$ cat config.mk
export PLATFORM = sky130hd
export DESIGN_NAME = trap_ctrl
export DESIGN_NICKNAME = d
export VERILOG_FILES = /design/src/rtl/trap_ctrl.sv
export SDC_FILE = /design/constraint.sdc
export NUM_CORES = 1
export LEC_CHECK = 0
export BUFFER_PORTS_ARGS = -buffer_cell sky130_fd_sc_hd__buf_2
export CORE_UTILIZATION = 45
export CTS_BUF_LIST = sky130_fd_sc_hd__clkbuf_16
export DETAILED_ROUTE_END_ITERATION = 12
export GPL_TIMING_DRIVEN = 0
export PLACE_DENSITY = 0.68
export SLEW_MARGIN = 20
export SYNTH_ARGS = -nofsm -noshare
export SYNTH_HDL_FRONTEND = slang
export SYNTH_SLANG_ARGS = --single-unit
$ cat constraint.sdc
create_clock -name clk -period 5.4 [get_ports clk]
set_input_delay 0 -clock clk [delete_from_list [all_inputs] [get_ports clk]]
set_output_delay 0 -clock clk [all_outputs]
set_load 0.005 [all_outputs]
$ cat src/rtl/trap_ctrl.sv
// Privileged trap/xRET sequencer: owns mstatus/medeleg/mtvec/mepc/mcause (plus the
// supervisor CSR set and delegation when TRAP_SMODE_EN is defined) and redirects fetch.
module trap_ctrl #(
    parameter logic [31:0] TVEC_RESET = 32'h0000_0100
) (
    input  logic        clk,
    input  logic        rst_n,
    input  logic        excep_valid,
    input  logic [3:0]  excep_code,
    input  logic [31:0] excep_pc,
    input  logic        ret_valid,
    input  logic [1:0]  ret_from,
    input  logic        csr_we,
    input  logic [11:0] csr_addr,
    input  logic [31:0] csr_wdata,
    output logic [31:0] csr_rdata,
    output logic [1:0]  mode,
    output logic        busy,
    output logic        flush,
    output logic        redirect_valid,
    output logic [31:0] redirect_pc,
    output logic [1:0]  dbg_state
);
    localparam logic [1:0] USER    = 2'd0;
    localparam logic [1:0] SUPERV  = 2'd1;
    localparam logic [1:0] MACHINE = 2'd3;
`ifdef TRAP_SMODE_EN
    localparam bit SMODE = 1'b1;
`else
    localparam bit SMODE = 1'b0;
`endif

    typedef enum logic [1:0] {IDLE = 2'd0, SAVE = 2'd1, REDIRECT = 2'd2} state_e;

    // Handshake: no ready signal. A request seen in IDLE is consumed that cycle;
    // while busy is high decode must hold its request, and anything presented is ignored.
    state_e      state_q, state_d;
    logic [3:0]  code_q, code_d;
    logic [31:0] pc_q, pc_d;
    logic        ret_q, ret_d;
    logic [1:0]  rfrom_q, rfrom_d;
    logic [29:0] tgt_q, tgt_d;
    logic [1:0]  mode_q, mode_d;
    logic        mie_q, mie_d, mpie_q, mpie_d;
    logic [1:0]  mpp_q, mpp_d;
    logic [29:0] mtvec_q, mtvec_d, mepc_q, mepc_d;
    logic [31:0] mcause_q, mcause_d;
`ifdef TRAP_SMODE_EN
    logic        sie_q, sie_d, spie_q, spie_d, spp_q, spp_d;
    logic [29:0] stvec_q, stvec_d, sepc_q, sepc_d;
    logic [31:0] scause_q, scause_d;
    logic [15:0] medeleg_q, medeleg_d;
`endif

    logic accept, ret_ok, to_s;

    // Only modes that exist in this build may be stored in MPP.
    function automatic logic [1:0] legal_mpp(input logic [1:0] m);
        if (m == MACHINE)              return MACHINE;
        else if (SMODE && m == SUPERV) return SUPERV;
        else                           return USER;
    endfunction

    assign accept = (state_q == IDLE) && (excep_valid || ret_valid);
    assign ret_ok = (ret_from <= mode_q) &&
                    ((ret_from == MACHINE) || (SMODE && ret_from == SUPERV));
`ifdef TRAP_SMODE_EN
    assign to_s = (mode_q != MACHINE) && medeleg_q[code_q];
`else
    assign to_s = 1'b0;
`endif

    always_comb begin
        state_d  = state_q;
        code_d   = code_q;
        pc_d     = pc_q;
        ret_d    = ret_q;
        rfrom_d  = rfrom_q;
        tgt_d    = tgt_q;
        mode_d   = mode_q;
        mie_d    = mie_q;
        mpie_d   = mpie_q;
        mpp_d    = mpp_q;
        mtvec_d  = mtvec_q;
        mepc_d   = mepc_q;
        mcause_d = mcause_q;
`ifdef TRAP_SMODE_EN
        sie_d     = sie_q;
        spie_d    = spie_q;
        spp_d     = spp_q;
        stvec_d   = stvec_q;
        sepc_d    = sepc_q;
        scause_d  = scause_q;
        medeleg_d = medeleg_q;
`endif
        case (state_q)
            IDLE: begin
                if (excep_valid) begin
                    state_d = SAVE;
                    ret_d   = 1'b0;
                    code_d  = excep_code;
                    pc_d    = excep_pc;
                end else if (ret_valid) begin
                    // Illegal or unsupported returns become an illegal-instruction trap here.
                    state_d = SAVE;
                    pc_d    = excep_pc;
                    rfrom_d = ret_from;
                    ret_d   = ret_ok;
                    code_d  = 4'd2;
                end else if (csr_we) begin
                    case (csr_addr)
                        12'h300: begin
                            mie_d  = csr_wdata[3];
                            mpie_d = csr_wdata[7];
                            mpp_d  = legal_mpp(csr_wdata[12:11]);
                        end
                        12'h305: mtvec_d  = csr_wdata[31:2];
                        12'h341: mepc_d   = csr_wdata[31:2];
                        12'h342: mcause_d = csr_wdata;
`ifdef TRAP_SMODE_EN
                        12'h302: medeleg_d = csr_wdata[15:0];
                        12'h100: begin
                            sie_d  = csr_wdata[1];
                            spie_d = csr_wdata[5];
                            spp_d  = csr_wdata[8];
                        end
                        12'h105: stvec_d  = csr_wdata[31:2];
                        12'h141: sepc_d   = csr_wdata[31:2];
                        12'h142: scause_d = csr_wdata;
`endif
                        default: ;
                    endcase
                end
            end
            SAVE: begin
                state_d = REDIRECT;
                if (ret_q) begin
                    if (rfrom_q == MACHINE) begin
                        mode_d = mpp_q;
                        mie_d  = mpie_q;
                        mpie_d = 1'b1;
                        mpp_d  = USER;
                        tgt_d  = mepc_q;
                    end
`ifdef TRAP_SMODE_EN
                    else begin
                        mode_d = {1'b0, spp_q};
                        sie_d  = spie_q;
                        spie_d = 1'b1;
                        spp_d  = 1'b0;
                        tgt_d  = sepc_q;
                    end
`endif
                end
`ifdef TRAP_SMODE_EN
                else if (to_s) begin
                    sepc_d   = pc_q[31:2];
                    scause_d = {28'b0, code_q};
                    spp_d    = mode_q[0];
                    spie_d   = sie_q;
                    sie_d    = 1'b0;
                    mode_d   = SUPERV;
                    tgt_d    = stvec_q;
                end
`endif
                else begin
                    mepc_d   = pc_q[31:2];
                    mcause_d = {28'b0, code_q};
                    mpp_d    = legal_mpp(mode_q);
                    mpie_d   = mie_q;
                    mie_d    = 1'b0;
                    mode_d   = MACHINE;
                    tgt_d    = mtvec_q;
                end
            end
            REDIRECT: state_d = IDLE;
            default:  state_d = IDLE;
        endcase
    end

    always_comb begin
        csr_rdata = '0;
        case (csr_addr)
            12'h300: begin
                csr_rdata[3]     = mie_q;
                csr_rdata[7]     = mpie_q;
                csr_rdata[12:11] = mpp_q;
            end
            12'h305: csr_rdata = {mtvec_q, 2'b00};
            12'h341: csr_rdata = {mepc_q, 2'b00};
            12'h342: csr_rdata = mcause_q;
`ifdef TRAP_SMODE_EN
            12'h302: csr_rdata = {16'h0, medeleg_q};
            12'h100: begin
                csr_rdata[1] = sie_q;
                csr_rdata[5] = spie_q;
                csr_rdata[8] = spp_q;
            end
            12'h105: csr_rdata = {stvec_q, 2'b00};
            12'h141: csr_rdata = {sepc_q, 2'b00};
            12'h142: csr_rdata = scause_q;
`endif
            default: ;
        endcase
    end

    always_ff @(posedge clk or negedge rst_n) begin
        if (!rst_n) begin
            state_q  <= IDLE;
            code_q   <= '0;
            pc_q     <= '0;
            ret_q    <= 1'b0;
            rfrom_q  <= '0;
            tgt_q    <= '0;
            mode_q   <= MACHINE;
            mie_q    <= 1'b0;
            mpie_q   <= 1'b0;
            mpp_q    <= USER;
            mtvec_q  <= TVEC_RESET[31:2];
            mepc_q   <= '0;
            mcause_q <= '0;
        end else begin
            state_q  <= state_d;
            code_q   <= code_d;
            pc_q     <= pc_d;
            ret_q    <= ret_d;
            rfrom_q  <= rfrom_d;
            tgt_q    <= tgt_d;
            mode_q   <= mode_d;
            mie_q    <= mie_d;
            mpie_q   <= mpie_d;
            mpp_q    <= mpp_d;
            mtvec_q  <= mtvec_d;
            mepc_q   <= mepc_d;
            mcause_q <= mcause_d;
        end
    end

`ifdef TRAP_SMODE_EN
    always_ff @(posedge clk or negedge rst_n) begin
        if (!rst_n) begin
            sie_q     <= 1'b0;
            spie_q    <= 1'b0;
            spp_q     <= 1'b0;
            stvec_q   <= TVEC_RESET[31:2];
            sepc_q    <= '0;
            scause_q  <= '0;
            medeleg_q <= '0;
        end else begin
            sie_q     <= sie_d;
            spie_q    <= spie_d;
            spp_q     <= spp_d;
            stvec_q   <= stvec_d;
            sepc_q    <= sepc_d;
            scause_q  <= scause_d;
            medeleg_q <= medeleg_d;
        end
    end
`endif

    // flush covers the accepting cycle combinationally, then the whole busy window.
    assign busy           = (state_q != IDLE);
    assign flush          = busy || accept;
    assign redirect_valid = (state_q == REDIRECT);
    assign redirect_pc    = {tgt_q, 2'b00};
    assign mode           = mode_q;
    assign dbg_state      = state_q;

endmodule

==> results.json <==
{
  "post-route-period-util": 0.507,
  "grt_pass1_wl_um": 34200,
  "die_w_um": 131,
  "critPathBufInv": 3,
  "syn_area_um2": 7480,
  "dr.first_iter.drc_count": 716,
  "gp_congestion": 0.908,
  "diodes": 0,
  "numCtsBuffers": 17,
  "core-area_um2": 16100,
  "power_frac_seq": 0.395,
  "drive_gt1_frac": 0.248,
  "hold_violations": 0,
  "path_class": "reg2reg",
  "root_buffer": "clkbuf_16",
  "vias_per_cell": 5.58,
  "num_rows": 46,
  "worst_slack_ns": 2.66,
  "max_stage_delay_ns": 0.63,
  "cts-htree-levels": 4,
  "synth_compound_area_frac": 0.163,
  "ys_seq_area_frac": 0.552,
  "cp_common_cell": "nand2_1",
  "p_sw_frac": 0.373,
  "nFillCells": 1354,
  "path_clk_slew_ns": 0.06,
  "vias": 6549,
  "grtUsageTotal": 0.272,
  "area_growth_syn_to_layout_pct": 31.7,
  "outcome": "completed",
  "synth_edf_count": 0,
  "cap_violations": 0,
  "setup-violations-final": 0,
  "dpl_worst_slack_ns": 2.74,
  "wl_per_cell_um": 18.9,
  "yosysUniqueCellTypes": 50,
  "arrival_ns": 3.10,
  "required_ns": 5.77,
  "ys_ff_latch": 165,
  "internal_power_mw": 3.01,
  "port_buffers": 152,
  "crit_chain": "buf_2, nor2_1, o21ai_1, inv_1, buf_1, nand2_1, nand2_1",
  "worst_slew_pin_slew_ns": 0.952,
  "synth.area.top_cells": "dfrtp_1 (55%), mux2i_1 (7.8%), mux2_2 (5.4%), nand2_1 (5.4%), o21ai_0 (4.1%)",
  "worstSetupEndpointType": "flip-flop",
  "wirelength_um": 22200,
  "combPwrFrac": 0.349,
  "synth_ff_type": "dfrtp_1",
  "max-clock-path-buffers": 2,
  "regArea_um2": 4130,
  "most-common-layout-cells": "dfrtp_1 (163), buf_2 (159), nand2_1 (108)",
  "synth-xor-area-share": 0,
  "p_sw_mw": 1.79,
  "clock-sinks": 165,
  "synth_top_area_cell": "dfrtp_1",
  "synth.avg_cell_area_um2": 10.7,
  "synth_top_family_by_area": "compound AO/OA/AOI/OAI gates",
  "clock-skew-final_ns": 0.00930,
  "clk-insertion-delay-late_ns": 0.43,
  "yosys.area_share.simple": 0.0992,
  "grt_max_degree": 96,
  "syn-instance-count": 700,
  "firstDrtPassIters": 6,
  "pwr-share-clk": 0.256,
  "synth.mux.area_fraction": 0.135,
  "rsz0062_at_grt": "false",
  "dp_hpwl_um": 14800,
  "synthAdderAreaFrac": 0.00334,
  "ant_nets": 0,
  "post-cts-setup-buffers": 0,
  "p_leak_nw": 4.88,
  "tritoncts": "built",
  "grt_pass1_vias": 6293,
  "path_max_fanout": 10,
  "antenna_found_initial": 1,
  "drv_slew": 0,
  "p_per_area_nw_per_um2": 487,
  "fin_crit_ns": 2.74,
  "ios": 158,
  "die-area_um2": 17100,
  "fmax_ghz": 0.365,
  "drc": 0,
  "final_common_cell": "dfrtp_1",
  "multi_input_area_um2": 3000,
  "die_h_um": 131,
  "ir_drop_mv": 0.332,
  "grt-ovfl-total": 0,
  "crit_path_top_delay_cell": "buf_1",
  "relSlewSlack": 0.365,
  "layout.nets": 1033,
  "synth_warnings": 0,
  "setup_tns_ns": 0,
  "crit_family": "buffers and inverters",
  "synth_top_area_share": 0.545,
  "start_kind": "flip-flop",
  "hold_path_class": "in2reg",
  "start_util": 0.466,
  "async_flop_share": 1.00
}
-- kinds of logic (layout without fill, tap and decap cells) --
logic type               after synthesis  in the layout
multiplexers                          96             96
AND/OR/NAND/NOR                      171            171
other                                  1              2
flip-flops                           165            165
AO/OA/AOI/OAI                        178            178
buffers and inverters                 87            343
adder cells (fa/ha/maj)                2              2
-- power by group through the flow --
stage | Sequential (mW) | Clock [mW] | Combinational [mW]
after floorplan | 1.85 | 0 | 1.03
after global placement | 1.90 | 0 | 1.59
after detailed placement | 1.90 | 0 | 1.62
after CTS | 1.89 | 1.24 | 1.67
after global routing | 1.94 | 1.29 | 1.87
final | 1.89 | 1.23 | 1.67
-- through the flow --
step / area [µm²] / total power [mW] / util / std cells / hold WS, ns
after floorplan: 7490 / 2.88 / - / 701 / -0.296
final: 9850 / 4.80 / 0.614 / 1173 / 0.0266
after CTS: 9850 / 4.80 / 0.614 / 1173 / 0.0112
after detailed placement: 8550 / 3.53 / 0.533 / 1070 / -0.00204
after global routing: 9850 / 5.10 / 0.614 / 1173 / 0.0534
after global placement: 8520 / 3.48 / 0.530 / 1069 / 0.191
-- synth_stat cells, types with 2 or more instances --
master	number
dfrtp_1	163
nand2_1	108
o21ai_0	62
mux2i_1	58
mux2_2	36
nor2_1	35
a21oi_1	33
clkbuf_1	33
inv_1	33
a22o_1	29
a222oi_1	26
buf_2	8
buf_1	7
a22oi_1	5
buf_4	5
a32o_1	4
nor3_1	4
o21ai_1	4
and2_1	3
nand2b_1	3
nor2b_1	3
or3_1	3
a21boi_0	2
a221o_1	2
a31oi_1	2
dfstp_2	2
ha_1	2
mux2_1	2
nor4_1	2
-- sequential cells by signal (all words and copies together), names as in the netlist --
name / flops
mie_q: 1
pc_q: 30
ret_q: 1
dbg_state: 2
mcause_q: 32
mepc_q: 30
mpie_q: 1
code_q: 4
mode: 1
rfrom_q: 2
mtvec_q: 30
mpp_q: 1
tgt_q: 30
-- worst min-delay path: stages --
cell     delay, ns
buf_2         0.12
a41oi_1       0.20
o32ai_1       0.09
-- layout make-up --
type,count,area share
clock inverter,15,0.0164
clock buffer,17,0.0432
buffer,53,0.0231
tap,216,0.0274
sequential,165,0.419
multi-input combinational,449,0.304
timing repair buffer,224,0.153
inverter,34,0.0130
-- what timing repair did --
action	CTS	global route
setup endpoints to repair	0	0
hold buffers	71	0
hold endpoints to repair	198	0
gates resized for setup	0	0
-- routing by layer --
layer	global-route usage	up-vias	part of all wire
li1	-	2991	-
met4	0.108	2	0.025
met5	0	-	0.00054
met1	0.361	3245	0.44
met2	0.435	269	0.47
met3	0.0607	42	0.068
-- worst paths after layout --
check | start | endpoint | slack (ns) | cells past startpoint
setup / recovery | dbg_state[0] | pc_q[6] | 2.66 | 7
hold / removal | csr_we | mpie_q | 0.03 | 3
setup reg to reg | dbg_state[0] | pc_q[6] | 2.66 | 7
hold reg to reg | pc_q[30] | pc_q[30] | 0.48 | 2
max in group asynchronous | rst_n | mtvec_q[6] | 4.41 | 3
min in group asynchronous | rst_n | pc_q[3] | 0.11 | 2
(Power assumes the default switching activity.)
